<file path="src/rtl/serial_w_source_if.sv">
// Handshake and serial-output bundle between a word producer and serial_w_source.
// The master modport is the serializer side; the slave modport is the side that loads words and consumes w.
interface serial_w_source_if #(
  parameter int WIDTH = 8
) ();
  logic             load;
  logic [WIDTH-1:0] data;
  logic             hold;
  logic             ready;
  logic             w;
  logic             w_valid;
  logic             done;

  modport master (
    input  load, data, hold,
    output ready, w, w_valid, done
  );

  modport slave (
    output load, data, hold,
    input  ready, w, w_valid, done
  );
endinterface

</file>
<file path="src/rtl/serial_w_source.sv">
// Serializes a WIDTH-bit word MSB first onto w, with hold stalls and GAP_CYCLES idle cycles after each word.
// Feeds the input w of a downstream sequence-detector FSM.
module serial_w_source #(
  parameter int WIDTH      = 8,
  parameter int GAP_CYCLES = 1
) (
  input logic              Clock,
  input logic              Resetn,
  serial_w_source_if.master bus
);

  localparam int CW = (WIDTH > 1) ? $clog2(WIDTH) : 1;
  localparam logic [CW-1:0] CNT_ZERO = {CW{1'b0}};
  localparam logic [CW-1:0] CNT_LAST = CW'(WIDTH - 1);
  localparam logic [3:0]    GAP_LOAD = 4'(GAP_CYCLES - 1);

  typedef enum logic [1:0] {
    IDLE  = 2'd0,
    SHIFT = 2'd1,
    GAP   = 2'd2
  } state_t;

  state_t           state_r, next_state_s;
  logic [WIDTH-1:0] shreg_r, next_shreg_s;
  logic [CW-1:0]    cnt_r, next_cnt_s;
  logic [3:0]       gap_r, next_gap_s;
  logic             done_r, next_done_s;

  // State and datapath registers; reset clears everything asynchronously.
  always_ff @(posedge Clock or negedge Resetn) begin
    if (!Resetn) begin
      state_r <= IDLE;
      shreg_r <= {WIDTH{1'b0}};
      cnt_r   <= CNT_ZERO;
      gap_r   <= 4'd0;
      done_r  <= 1'b0;
    end else begin
      state_r <= next_state_s;
      shreg_r <= next_shreg_s;
      cnt_r   <= next_cnt_s;
      gap_r   <= next_gap_s;
      done_r  <= next_done_s;
    end
  end

  // Next-state and next-datapath logic.
  always_comb begin
    next_state_s = state_r;
    next_shreg_s = shreg_r;
    next_cnt_s   = cnt_r;
    next_gap_s   = gap_r;
    next_done_s  = 1'b0;
    case (state_r)
      IDLE: begin
        if (bus.load) begin
          next_state_s = SHIFT;
          next_shreg_s = bus.data;
          next_cnt_s   = CNT_LAST;
        end else begin
          next_state_s = IDLE;
        end
      end
      SHIFT: begin
        if (!bus.hold) begin
          next_shreg_s = shreg_r << 1;
          if (cnt_r == CNT_ZERO) begin
            next_done_s = 1'b1;
            next_cnt_s  = CNT_ZERO;
            if (GAP_CYCLES > 0) begin
              next_state_s = GAP;
              next_gap_s   = GAP_LOAD;
            end else begin
              next_state_s = IDLE;
              next_gap_s   = 4'd0;
            end
          end else begin
            next_cnt_s = cnt_r - CW'(1);
          end
        end else begin
          next_state_s = SHIFT;
        end
      end
      GAP: begin
        if (gap_r == 4'd0) begin
          next_state_s = IDLE;
        end else begin
          next_gap_s = gap_r - 4'd1;
        end
      end
      default: begin
        // Unused encoding recovers to a clean idle.
        next_state_s = IDLE;
        next_shreg_s = {WIDTH{1'b0}};
        next_cnt_s   = CNT_ZERO;
        next_gap_s   = 4'd0;
      end
    endcase
  end

  assign bus.ready   = (state_r == IDLE);
  assign bus.w       = (state_r == SHIFT) ? shreg_r[WIDTH-1] : 1'b0;
  assign bus.w_valid = (state_r == SHIFT) && !bus.hold;
  assign bus.done    = done_r;

endmodule

</file>
<file path="src/flat_wrapper.sv">
// flat-port wrapper written by rule: the top's interface ports become plain ports
module serial_w_source_flat 
#(
  parameter int WIDTH      = 8,
  parameter int GAP_CYCLES = 1
)
  (Clock, Resetn, bus_load, bus_data, bus_hold, bus_ready, bus_w, bus_w_valid, bus_done);
  serial_w_source_if #(.WIDTH(WIDTH)) bus_i ();
  input logic Clock;
  input logic Resetn;
  input wire logic [$bits(bus_i.load)-1:0] bus_load;
  input wire logic [$bits(bus_i.data)-1:0] bus_data;
  input wire logic [$bits(bus_i.hold)-1:0] bus_hold;
  output wire logic [$bits(bus_i.ready)-1:0] bus_ready;
  output wire logic [$bits(bus_i.w)-1:0] bus_w;
  output wire logic [$bits(bus_i.w_valid)-1:0] bus_w_valid;
  output wire logic [$bits(bus_i.done)-1:0] bus_done;
  assign bus_i.load = bus_load;
  assign bus_i.data = bus_data;
  assign bus_i.hold = bus_hold;
  assign bus_ready = bus_i.ready;
  assign bus_w = bus_i.w;
  assign bus_w_valid = bus_i.w_valid;
  assign bus_done = bus_i.done;
  serial_w_source #(.WIDTH(WIDTH), .GAP_CYCLES(GAP_CYCLES)) u_core (.Clock(Clock), .Resetn(Resetn), .bus(bus_i));
endmodule
</file>
<file path="config.mk">
export PLATFORM = sky130hd
export DESIGN_NAME = serial_w_source_flat
export DESIGN_NICKNAME = d
export VERILOG_FILES = /design/src/rtl/serial_w_source_if.sv /design/src/rtl/serial_w_source.sv /design/src/flat_wrapper.sv
export SDC_FILE = /design/constraint.sdc
export NUM_CORES = 1
export LEC_CHECK = 0
export ABC_AREA = 1
export CAP_MARGIN = 25
export CORE_MARGIN = 4
export CORE_UTILIZATION = 55
export CTS_CLUSTER_DIAMETER = 120
export DETAILED_ROUTE_END_ITERATION = 12
export PLACE_DENSITY = 0.82
export SYNTH_ARGS = -nofsm -noshare
export SYNTH_HDL_FRONTEND = slang
export SYNTH_SLANG_ARGS = --single-unit
</file>
<file path="constraint.sdc">
create_clock -name Clock -period 2.7 [get_ports Clock]
set_clock_uncertainty 0.05 [all_clocks]
set_input_delay 0.54 -clock Clock [delete_from_list [all_inputs] [get_ports Clock]]
set_output_delay 0.54 -clock Clock [all_outputs]
set_load 0.03 [all_outputs]
</file>
Word level (Yosys, flattened, before mapping)
Cells that the tools add are included.

word-level totals
  register bits after elaboration = 18
  output and inout port bits = 4
  logic and storage cells = 45

cells by class
  add/sub/neg operators = 2
  equal/unequal tests = 8
  mux-type cells = 20
  bitwise operators = 2
  reduce and logical (&&, ||, !) cells = 8

operator list
  kind                                                  number
  one-hot mux 8 bit (3 select lines)                    1
  two-way mux 8 bit                                     2
  two-way mux 4 bit                                     3
  one-hot mux 4 bit (3 select lines)                    1
  two-way mux 3 bit                                     3
  one-hot mux 3 bit (3 select lines)                    1
  two-way mux 2 bit                                     3
  != test 2 bit (second input constant)                 3
  one-hot mux 2 bit (3 select lines)                    1
  two-way mux 1 bit                                     5
  logical NOT 4 bit                                     1
  != test 2 x 1 -> 1 bit (second input constant)        2
  AND reduction 4 bit                                   1
  subtractor 4 x 1 -> 4 bit (second input constant)     1
  logical NOT 3 bit                                     1
  != test 3 x 2 -> 1 bit (second input constant)        1
  AND reduction 3 bit                                   1
  subtractor 3 x 1 -> 3 bit (second input constant)     1
  equality test 2 x 1 -> 1 bit (second input constant)  1
  equality test 2 bit (second input constant)           1
  logical NOT 2 bit                                     1
  NOT 1 bit                                             2
  AND reduction 2 bit                                   1
  logical AND 1 bit                                     1
  logical NOT 1 bit                                     1

Longest topological paths before layout
  word-level depth = 4
  gate-level depth with buffers = 7
  gate-level depth less buffers = 7

Worst setup path before layout
OpenSTA, ideal clock, no wires.

  kind = reg-to-output
  from = register u_core.state_r[1]
  to = output bus_w
  arrival time = 1.140 ns
  data required time = 2.110 ns
  path slack = 0.970 ns
  cell stages (with the launch flop) = 4
  buffers on the path = 0
  path through = dfrtp_1 > nor2_4 > inv_1 > nor2_1

between the ends
  longest elaborated chain between the ends = 2

RTL lines
  item                          line                    source
  start, declared               serial_w_source.sv:23   state_t state_r, next_state_s;
  start signal, assigned        serial_w_source.sv:38   state_r <= next_state_s;
  equality test 2 x 1 -> 1 bit  serial_w_source.sv:101  assign bus.w = (state_r == SHIFT) ? shreg_r[WIDTH-1] : 1'b0;
  two-way mux 1 bit             serial_w_source.sv:101
  end, declared                 flat_wrapper.sv:15      output wire logic [$bits(bus_i.w)-1:0] bus_w;

Every way passes these cells.

Worst setup path after layout
  from = input bus_hold
  to = output bus_w_valid

between the ends
  longest elaborated chain between the ends = 2

RTL lines
  item               line                    source
  start, declared    flat_wrapper.sv:13      input wire logic [$bits(bus_i.hold)-1:0] bus_hold;
  logical NOT 1 bit  -
  logical AND 1 bit  serial_w_source.sv:102  assign bus.w_valid = (state_r == SHIFT) && !bus.hold;
  end, declared      flat_wrapper.sv:16      output wire logic [$bits(bus_i.w_valid)-1:0] bus_w_valid;

Every way passes these cells.

==> results.toml <==
[power]
powerDensity_mw_per_mm2 = 1030
power.static_leakage_nw = 0.637
peakVddDrop_mv = 0.552
p_total_mw = 1.24

[cts]
cts_tree = "yes"
ctsLongestPathBuffers = 2
postCtsResizedCells = 0
htree_num_levels = 1
clock-sinks = 18
hold_buffers = 0
numCtsBuffers = 3
clock-root-buffer = "clkbuf_4"
clock_latency_ps = 290
clk_pin_slew_ps = 90
postCtsSetupRepairBufs = 0

[critical_path]
critPathSlowestCell = "clkdlybuf4s50_1"
critPathBufInv = 4
path_max_fanout = 3
crit_type = "input pin to output pin"
slowest_delay_ps = 660
cp_top_family = "buffers and inverters"
worstPathRequired_ps = 2110
arrival_ps = 1930
cp_cell_sequence = "clkdlybuf4s50_1 -> inv_1 -> nand2_1 -> inv_1 -> clkdlybuf4s50_1"
start_kind = "input pin"
cp-end-kind = "output pin"

[logic_synthesis]
syn_area_um2 = 983
ys_ff_latch = 18
syn_avg_cell_area_um2 = 7.28
syn_inst = 135
synth_fa_ha_area_share_pct = 1.27
ys_seq_area_share_pct = 45.8
synth-compound-area-share_pct = 8.52
yosys_warnings = 0
synthMuxAreaShare_pct = 0
synthDistinctLibCells = 19
synth_nets = 148
synth_xor_area_share_pct = 0
synth-simple-area-share_pct = 38.4
synth_top_family_by_area = "simple AND/OR/NAND/NOR gates"

[routing]
via_per_inst = 4.96
detail-route-antenna-nets = 0
drc_errors = 0
dr.pass1.iters = 4
dr.first_iter.drc_count = 19
routedWlPerCell_um = 10.9
wl_um = 1960
dr_total_vias = 892

[cells_and_area]
drive_gt1_share_pct = 11.6
final_cells = 180
finalInstanceArea_mm2 = 0.00120
diodes = 0
final_util_pct = 70.4
area_delta_synth_final_pct = 22.3
nets = 170

[sta]
hold_viol_final = 0
setup_tns_ps = 0
drv_slew = 0
relSlewSlack_pct = 46.4
timing.fmax_ghz = 0.397
holdWs_ps = 440
finalCriticalPeriod_ps = 2520
tightest_slew_ps = 802
fin_crit_sh_pct = 93.4
setup_viol = 0
fin_ws_ps = 178
rsz0062_at_grt = "false"

[job]
drv_cap = 0

[run_status]
status = "complete, no violations"

[placement]
hpwl_um = 1490
placed_cells = 177
port_buffers = 15
dp_slack_ps = 185
post_dp_cell_area_mm2 = 0.00118
place.gp.congestion = 0.927

[global_routing]
grt_max_degree = 19
antenna_found_initial = 0
grt_overflow = 0
grt_pass1_wl_um = 3480
grt_util_all_layers_pct = 18.3
first_global_vias = 864

[floorplan]
core-area_mm2 = 0.00171
die_area_mm2 = 0.00253
rows = 15
io_pins = 16
dieHeight_um = 50.3
dieWidth_um = 50.3
start_util_pct = 57.6

[worst_hold_path]
hp-class = "flop to flop"
[report_power, final]
| part | switching [mW] | internal [mW] | total [mW] |
|---|---|---|---|
| Combinational | 0.424 | 0.244 | 0.669 |
| Sequential | 0.0713 | 0.373 | 0.445 |
| Clock | 0.0774 | 0.0519 | 0.129 |
| Total | 0.573 | 0.670 | 1.24 |
[tightest hold or removal path, cell delays in order, from the launching register on]
cell and delay [ps]:
dfrtp_1 360, nand2_1 60, nand2_1 50
[worst paths after layout]
kind,startpoint,end,slack [ps],cells after the start
max,bus_hold,bus_w_valid,180,5
min,u_core.shreg_r[3],u_core.shreg_r[3],440,2
max reg2reg,u_core.state_r[1],u_core.cnt_r[0],1310,6
min reg2reg,u_core.shreg_r[3],u_core.shreg_r[3],440,2
max in group asynchronous,Resetn,u_core.gap_r[1],1450,1
min in group asynchronous,Resetn,u_core.shreg_r[7],660,1
[kinds of logic (layout without fill, tap and decap cells)]
logic type / after synthesis / after routing
AO/OA/AOI/OAI: 14 / 14
adder cells (fa/ha/maj): 1 / 1
buffers and inverters: 15 / 35
flip-flops: 18 / 18
AND/OR/NAND/NOR: 87 / 87
[layer usage]
| layer | global-route usage (%) | part of all wire [%] | wire length [µm] | vias to the layer above |
|---|---|---|---|---|
| met1 | 20.7 | 45 | 884 | 412 |
| met3 | 3.86 | 3.9 | 76 | 4 |
| met2 | 32.8 | 50 | 973 | 16 |
| met5 | 0 | 0 | 0 | - |
| met4 | 7.83 | 1.5 | 29 | 0 |
| li1 | - | - | - | 460 |
[cells in the final DEF (no fill, tap or decap)]
cell type,netlist,routed
nand4_1,1,1
clkdlybuf4s50_1,0,15
nor2_1,11,11
buf_4,0,2
clkbuf_4,0,3
inv_2,2,2
nor2_2,1,1
nand3_2,1,1
inv_4,1,1
o21ai_1,2,2
nand3_1,6,6
o211ai_1,1,1
o21ai_2,3,3
or2_2,1,1
nand2_1,62,62
nor2_4,1,1
ha_1,1,1
dfrtp_1,18,18
nand2_4,3,3
a21oi_1,2,2
o21ai_0,6,6
inv_1,12,12
[registers in the layout, indices dropped and copies added, names as in the netlist]
signal / flops
u_core.gap_r: 4
u_core.bus.done: 1
u_core.cnt_r: 3
u_core.state_r: 2
u_core.shreg_r: 8
[cells in the mapped netlist, drive strengths merged]
cell type / instances / share of area, %
nand3: 7 / 4.1
nand4: 1 / 0.64
dfrtp: 18 / 46
o21ai: 11 / 6.7
inv: 15 / 6.0
o211ai: 1 / 0.76
nand2: 65 / 27
or2: 1 / 0.64
nor2: 13 / 6.0
a21oi: 2 / 1.0
ha: 1 / 1.3
[area by class of cell]
type	instances	area (µm²)
clock buffers	3	22.5
inverters	15	58.8
flip-flops and latches	18	450
repair buffers	17	165
multi-input cells	102	474
fillers	132	505
well taps	25	31.3
(Power assumes the default switching activity.)
